[config.mk]
export PLATFORM = sky130hd
export DESIGN_NAME = ifu
export DESIGN_NICKNAME = d
export VERILOG_FILES = /design/src/rtl/ifu_pkg.sv /design/src/rtl/ifu_pc_reg.sv /design/src/rtl/ifu.sv
export SDC_FILE = /design/constraint.sdc
export NUM_CORES = 1
export LEC_CHECK = 0
export BUFFER_PORTS_ARGS = -buffer_cell sky130_fd_sc_hd__buf_2
export CORE_ASPECT_RATIO = 0.7
export CORE_MARGIN = 2
export CORE_UTILIZATION = 35
export DETAILED_ROUTE_END_ITERATION = 8
export GPL_TIMING_DRIVEN = 0
export SYNTH_ARGS = -nofsm -noshare
export SYNTH_HDL_FRONTEND = slang
export SYNTH_SLANG_ARGS = --single-unit
[constraint.sdc]
create_clock -name clk -period 5.08 [get_ports clk]
set_input_delay 1.016 -clock clk [delete_from_list [all_inputs] [get_ports clk]]
set_output_delay 1.016 -clock clk [all_outputs]
set_load 0.01 [all_outputs]
[src/rtl/ifu_pkg.sv]
// Shared definitions for the instruction fetch unit: widths, reset PC, FSM encoding.
package ifu_pkg;

    localparam int          InstWidth        = 32;
    localparam int          AddrWidth        = 64;
    localparam logic [63:0] RESET_PC_DEFAULT = 64'h8000_0000;

    typedef enum logic [2:0] {
        S_REQ    = 3'd0,
        S_WAIT   = 3'd1,
        S_DROP   = 3'd2,
        S_HOLD   = 3'd3,
        S_HALTED = 3'd4
    } ifu_state_t;

endpackage

[src/rtl/ifu_pc_reg.sv]
// Program counter register: reset value, sequential +4 step, redirect load.
module ifu_pc_reg
    import ifu_pkg::*;
#(
    parameter logic [AddrWidth-1:0] RESET_PC = RESET_PC_DEFAULT
) (
    input  logic                 clk,
    input  logic                 rst,
    input  logic                 load_i,
    input  logic [AddrWidth-1:0] load_pc_i,
    input  logic                 inc_i,
    output logic [AddrWidth-1:0] pc_o
);

    logic [AddrWidth-1:0] pc_q;
    logic [AddrWidth-1:0] pc_d;

    // Next PC: a load has priority over the increment; +4 wraps modulo 2^64.
    always_comb begin
        pc_d = pc_q;
        if (load_i) begin
            pc_d = load_pc_i;
        end else if (inc_i) begin
            pc_d = pc_q + 64'd4;
        end
    end

    // PC state register.
    always_ff @(posedge clk) begin
        if (rst) begin
            pc_q <= RESET_PC;
        end else begin
            pc_q <= pc_d;
        end
    end

    assign pc_o = pc_q;

endmodule

[src/rtl/ifu.sv]
// Instruction fetch unit: request/response FSM, single instruction buffer,
// redirect and halt handling, delivered-instruction counter.
module ifu
    import ifu_pkg::*;
#(
    parameter logic [AddrWidth-1:0] RESET_PC = RESET_PC_DEFAULT
) (
    input  logic                 clk,
    input  logic                 rst,
    output logic                 imem_req_valid,
    input  logic                 imem_req_ready,
    output logic [AddrWidth-1:0] imem_req_addr,
    input  logic                 imem_resp_valid,
    input  logic [InstWidth-1:0] imem_resp_data,
    input  logic                 redirect_valid,
    input  logic [AddrWidth-1:0] redirect_pc,
    input  logic                 halt,
    output logic                 inst_valid,
    input  logic                 inst_ready,
    output logic [InstWidth-1:0] inst,
    output logic [AddrWidth-1:0] inst_pc,
    output logic                 misalign_err,
    output logic [63:0]          fetch_count
);

    ifu_state_t           state_q, state_d;
    logic                 halt_q, halt_d;
    logic                 mis_q, mis_d;
    logic [InstWidth-1:0] inst_q, inst_d;
    logic [AddrWidth-1:0] inst_pc_q, inst_pc_d;
    logic [63:0]          cnt_q, cnt_d;

    logic                 pc_load;
    logic                 pc_inc;
    logic [AddrWidth-1:0] pc;

    logic                 redir_seen;
    logic                 misalign_now;
    logic                 stop_now;
    logic                 take_redir;

    ifu_pc_reg #(
        .RESET_PC(RESET_PC)
    ) u_pc (
        .clk      (clk),
        .rst      (rst),
        .load_i   (pc_load),
        .load_pc_i(redirect_pc),
        .inc_i    (pc_inc),
        .pc_o     (pc)
    );

    // Classify this cycle's control inputs; halt (or a misaligned target) beats a redirect.
    always_comb begin
        redir_seen   = redirect_valid && (state_q != S_HALTED);
        misalign_now = redir_seen && (redirect_pc[1:0] != 2'b00);
        stop_now     = (halt || misalign_now) && (state_q != S_HALTED);
        take_redir   = redir_seen && !stop_now;
    end

    // Next-state, buffer update and handshake outputs.
    always_comb begin
        state_d        = state_q;
        halt_d         = halt_q;
        mis_d          = mis_q;
        inst_d         = inst_q;
        inst_pc_d      = inst_pc_q;
        cnt_d          = cnt_q;
        pc_load        = 1'b0;
        pc_inc         = 1'b0;
        imem_req_valid = 1'b0;
        inst_valid     = 1'b0;

        if (stop_now) begin
            halt_d = 1'b1;
            if (misalign_now) begin
                mis_d = 1'b1;
            end
        end

        unique case (state_q)
            S_REQ: begin
                // No request is offered in a stopping cycle, so nothing is left in flight.
                imem_req_valid = !stop_now;
                if (stop_now) begin
                    state_d = S_HALTED;
                end else if (take_redir) begin
                    pc_load = 1'b1;
                    if (imem_req_ready) begin
                        state_d = S_DROP;
                    end
                end else if (imem_req_ready) begin
                    state_d = S_WAIT;
                end
            end
            S_WAIT: begin
                if (stop_now || take_redir) begin
                    pc_load = take_redir;
                    // A response arriving in the same cycle is already the stale one.
                    if (imem_resp_valid) begin
                        state_d = stop_now ? S_HALTED : S_REQ;
                    end else begin
                        state_d = S_DROP;
                    end
                end else if (imem_resp_valid) begin
                    inst_d    = imem_resp_data;
                    inst_pc_d = pc;
                    state_d   = S_HOLD;
                end
            end
            S_DROP: begin
                pc_load = take_redir;
                if (imem_resp_valid) begin
                    state_d = (halt_q || stop_now) ? S_HALTED : S_REQ;
                end
            end
            S_HOLD: begin
                inst_valid = 1'b1;
                if (inst_ready) begin
                    cnt_d = cnt_q + 64'd1;
                end
                if (stop_now) begin
                    state_d = S_HALTED;
                end else if (take_redir) begin
                    pc_load = 1'b1;
                    state_d = S_REQ;
                end else if (inst_ready) begin
                    pc_inc  = 1'b1;
                    state_d = S_REQ;
                end
            end
            S_HALTED: begin
                state_d = S_HALTED;
            end
            default: begin
                state_d = S_REQ;
            end
        endcase
    end

    // State, sticky flags, instruction buffer and counter registers.
    always_ff @(posedge clk) begin
        if (rst) begin
            state_q   <= S_REQ;
            halt_q    <= 1'b0;
            mis_q     <= 1'b0;
            inst_q    <= '0;
            inst_pc_q <= '0;
            cnt_q     <= '0;
        end else begin
            state_q   <= state_d;
            halt_q    <= halt_d;
            mis_q     <= mis_d;
            inst_q    <= inst_d;
            inst_pc_q <= inst_pc_d;
            cnt_q     <= cnt_d;
        end
    end

    assign imem_req_addr = pc;
    assign inst          = inst_q;
    assign inst_pc       = inst_pc_q;
    assign misalign_err  = mis_q;
    assign fetch_count   = cnt_q;

endmodule

==> run summary <==
worst clock skew -> 0.00865 ns
FFs w/ async S/R, synth -> 0%
critical path class -> primary input to flip-flop
Clk Latency, worst-skew pair -> 0.52 ns
Syn-to-layout area delta -> 28.4%
top-level I/O count -> 330
Setup Viol. Count Final -> 0
Power Density -> 289 nW/um^2
final-report hold violation count -> 0
RSZ-0062 raised after global routing -> false
hold path cells -> 2
dpl cells -> 1,937
Post-CTS Hold Fix Bufs -> 0
crit path max-delay cell type -> buf_2
core box area -> 28,700 um^2
drt via density -> 5.14
most used flip-flop cell after synthesis -> dfxtp_1
Net Count, Synth -> 1,335
placer congestion estimate -> 0.906
CTS tree -> done
row cnt -> 52
die area -> 30,300 um^2
Die H -> 146 um
Max Slew Vio Count -> 0
fmax -> 324 MHz
Initial Utilization -> 35.3%
Port Buffers -> 329
setup TNS -> 0 ns
CP top delay family -> buffers and inverters
DRT iter0 DRCs -> 750
Leak Pwr -> 0.00540 uW
Worst-path clk slew -> 0.06 ns
CP arrival -> 3.53 ns
post-synthesis sequential area ratio -> 45.3%
WL per Instance -> 17.8 um
DRC Markers -> 0
Hold/Removal Path Class -> flip-flop to flip-flop
post-layout util -> 45.3%
Finished Layout Cells -> 1,984
status -> finished, final reports clean
initial antenna violation count -> 8
post-cts gate resize count -> 0
crit path capture type -> flip-flop
root buf cell -> clkbuf_16
Syn Inst Count -> 1,230
total power -> 3750 uW
number of synthesized flops with an enable pin -> 0
Critical Path Stages -> 9
min Tclk post-route -> 3.08 ns
vias -> 10,200
Setup Fix Bufs, Post-CTS -> 0
Slew HR -> 30.0%
CTS Buf Count -> 24
crit-path max FO -> 10
All-Layer GR Usage -> 22.3%
worst path required time -> 5.53 ns
Hold Slack -> 0.452 ns
H-tree depth -> 1
critical path's most frequent cell -> buf_2
Layout Nets -> 1,690
layout cells sized above 1 -> 25.9%
fill count -> 2,954
antenna viol nets, final -> 0
crit share post-route -> 60.7%
clock sink count -> 229
Peak VDD IR -> 0.183 mV
Worst Path Buf+Inv -> 4
Slew @ Worst Pin -> 1.04 ns
mapped cell area -> 10,100 um^2
Ys Warns -> 0
die width -> 207 um
CP startpoint kind -> primary input
Yosys cell types -> 67
largest net degree at the start of global routing -> 14
max incr delay on CP -> 0.41 ns
syn_area_per_cell -> 8.23 um^2
R2R cell count -> 7
1st-pass router iterations -> 6
Yosys reg bits -> 229
global-route wire length before repair -> 54,400 um
number of global-route vias before repair -> 9,347
Routed Wire Length -> 35,400 um
worst-path cell chain -> buf_2, or2_2, nor3_1, and3_1, clkbuf_1, buf_2, buf_1, nand2_1, a21oi_1
hpwl dp -> 27,000 um
Congestion Overflow GR -> 0
max-cap violations -> 0
Longest Clk Path Bufs -> 3
[power breakdown]
| group | switching [uW] | internal (uW) |
|---|---|---|
| registers | 33.5 | 1820 |
| clock network | 732 | 979 |
| logic | 115 | 76.9 |
| total | 880 | 2870 |
[state kept, by name, summed over array words and instances (netlist names)]
name	count
fetch_count	64
inst_pc	64
u_pc.pc_o	64
inst	32
state_q	3
halt_q	1
misalign_err	1
[path summary, 6_finish.rpt]
path                                start                            to  slack [ns]
setup reg to reg  state_q[2]$_SDFFE_PP0P_  fetch_count[63]$_SDFFE_PP0P_        2.06
setup / recovery                     halt       inst_pc[8]$_SDFFE_PP0P_        2.00
hold reg to reg     inst[16]$_SDFFE_PP0P_         inst[16]$_SDFFE_PP0P_        0.45
hold / removal      inst[16]$_SDFFE_PP0P_         inst[16]$_SDFFE_PP0P_        0.45
[worst min-delay path, stage by stage (launching register included)]
cell and delay [ns]:
dfxtp_1 0.30, nand2_1 0.05, a21oi_1 0.05
[cells by family after synthesis]
kind of cell	after synthesis	synth area share [%]
mux	3	0.321
buf+inv	81	3.67
fa+ha+maj	2	0.247
xor+xnor	104	8.99
flops	229	45.3
simple gates	611	29.7
compound gates	200	11.8
[Yosys cell counts (4+ instances only)]
cell	number	share of area (%)
and2_1	8	0.49
nand3_1	50	2.5
a211oi_1	44	3.3
dfxtp_1	229	45
buf_1	4	0.15
nor4_1	6	0.37
nand4_1	42	2.6
and4_1	17	1.5
and3_1	15	0.93
a21oi_1	116	5.7
clkbuf_1	52	1.9
nor3_1	21	1.0
xor2_1	70	6.1
nor2_1	146	5.4
nor4_2	4	0.49
o21ai_0	15	0.74
inv_1	10	0.37
nand2_1	251	9.3
or3_1	12	0.74
nor4_4	4	0.84
xnor2_1	34	2.9
buf_2	7	0.35
nand4_2	4	0.49
[layout by cell type (no fill, tap or decap), types with 21 or more instances in the layout]
master	instances
nand3_1	50
clkbuf_1	60
a21oi_1	116
nor3_1	21
xor2_1	70
dfxtp_1	229
buf_2	336
nand4_1	42
nor2_1	146
nand2_1	251
a211oi_1	44
clkbuf_16	25
xnor2_1	34
[area by class of cell]
type | count | area [um^2] | share of cell area (%)
multi-input combinational | 920 | 5170 | 39.8
tap | 378 | 473 | 3.64
inverter | 10 | 37.5 | 0.289
clock buffer | 35 | 683 | 5.25
antenna | 6 | 15.0 | 0.115
sequential | 229 | 4580 | 35.3
buffer | 71 | 334 | 2.57
clock inverter | 6 | 57.6 | 0.443
timing repair buffer | 329 | 1650 | 12.7
[metrics by stage]
step	worst slack (ns)	area, um^2
floorplan	2.36	10100
global placement	1.51	12200
detailed placement	1.50	12200
CTS	2.05	13000
global route	1.78	13000
finish	2.00	13000
[per-layer routing]
layer,vias to the layer above,track usage [%],wire [um]
met5,-,0,22
met4,4,5.96,879
met3,60,4.75,2320
met2,322,31.5,14400
met1,4851,34.0,17700
li1,4968,-,-
No activity file was read; power rests on OpenSTA's default activity.
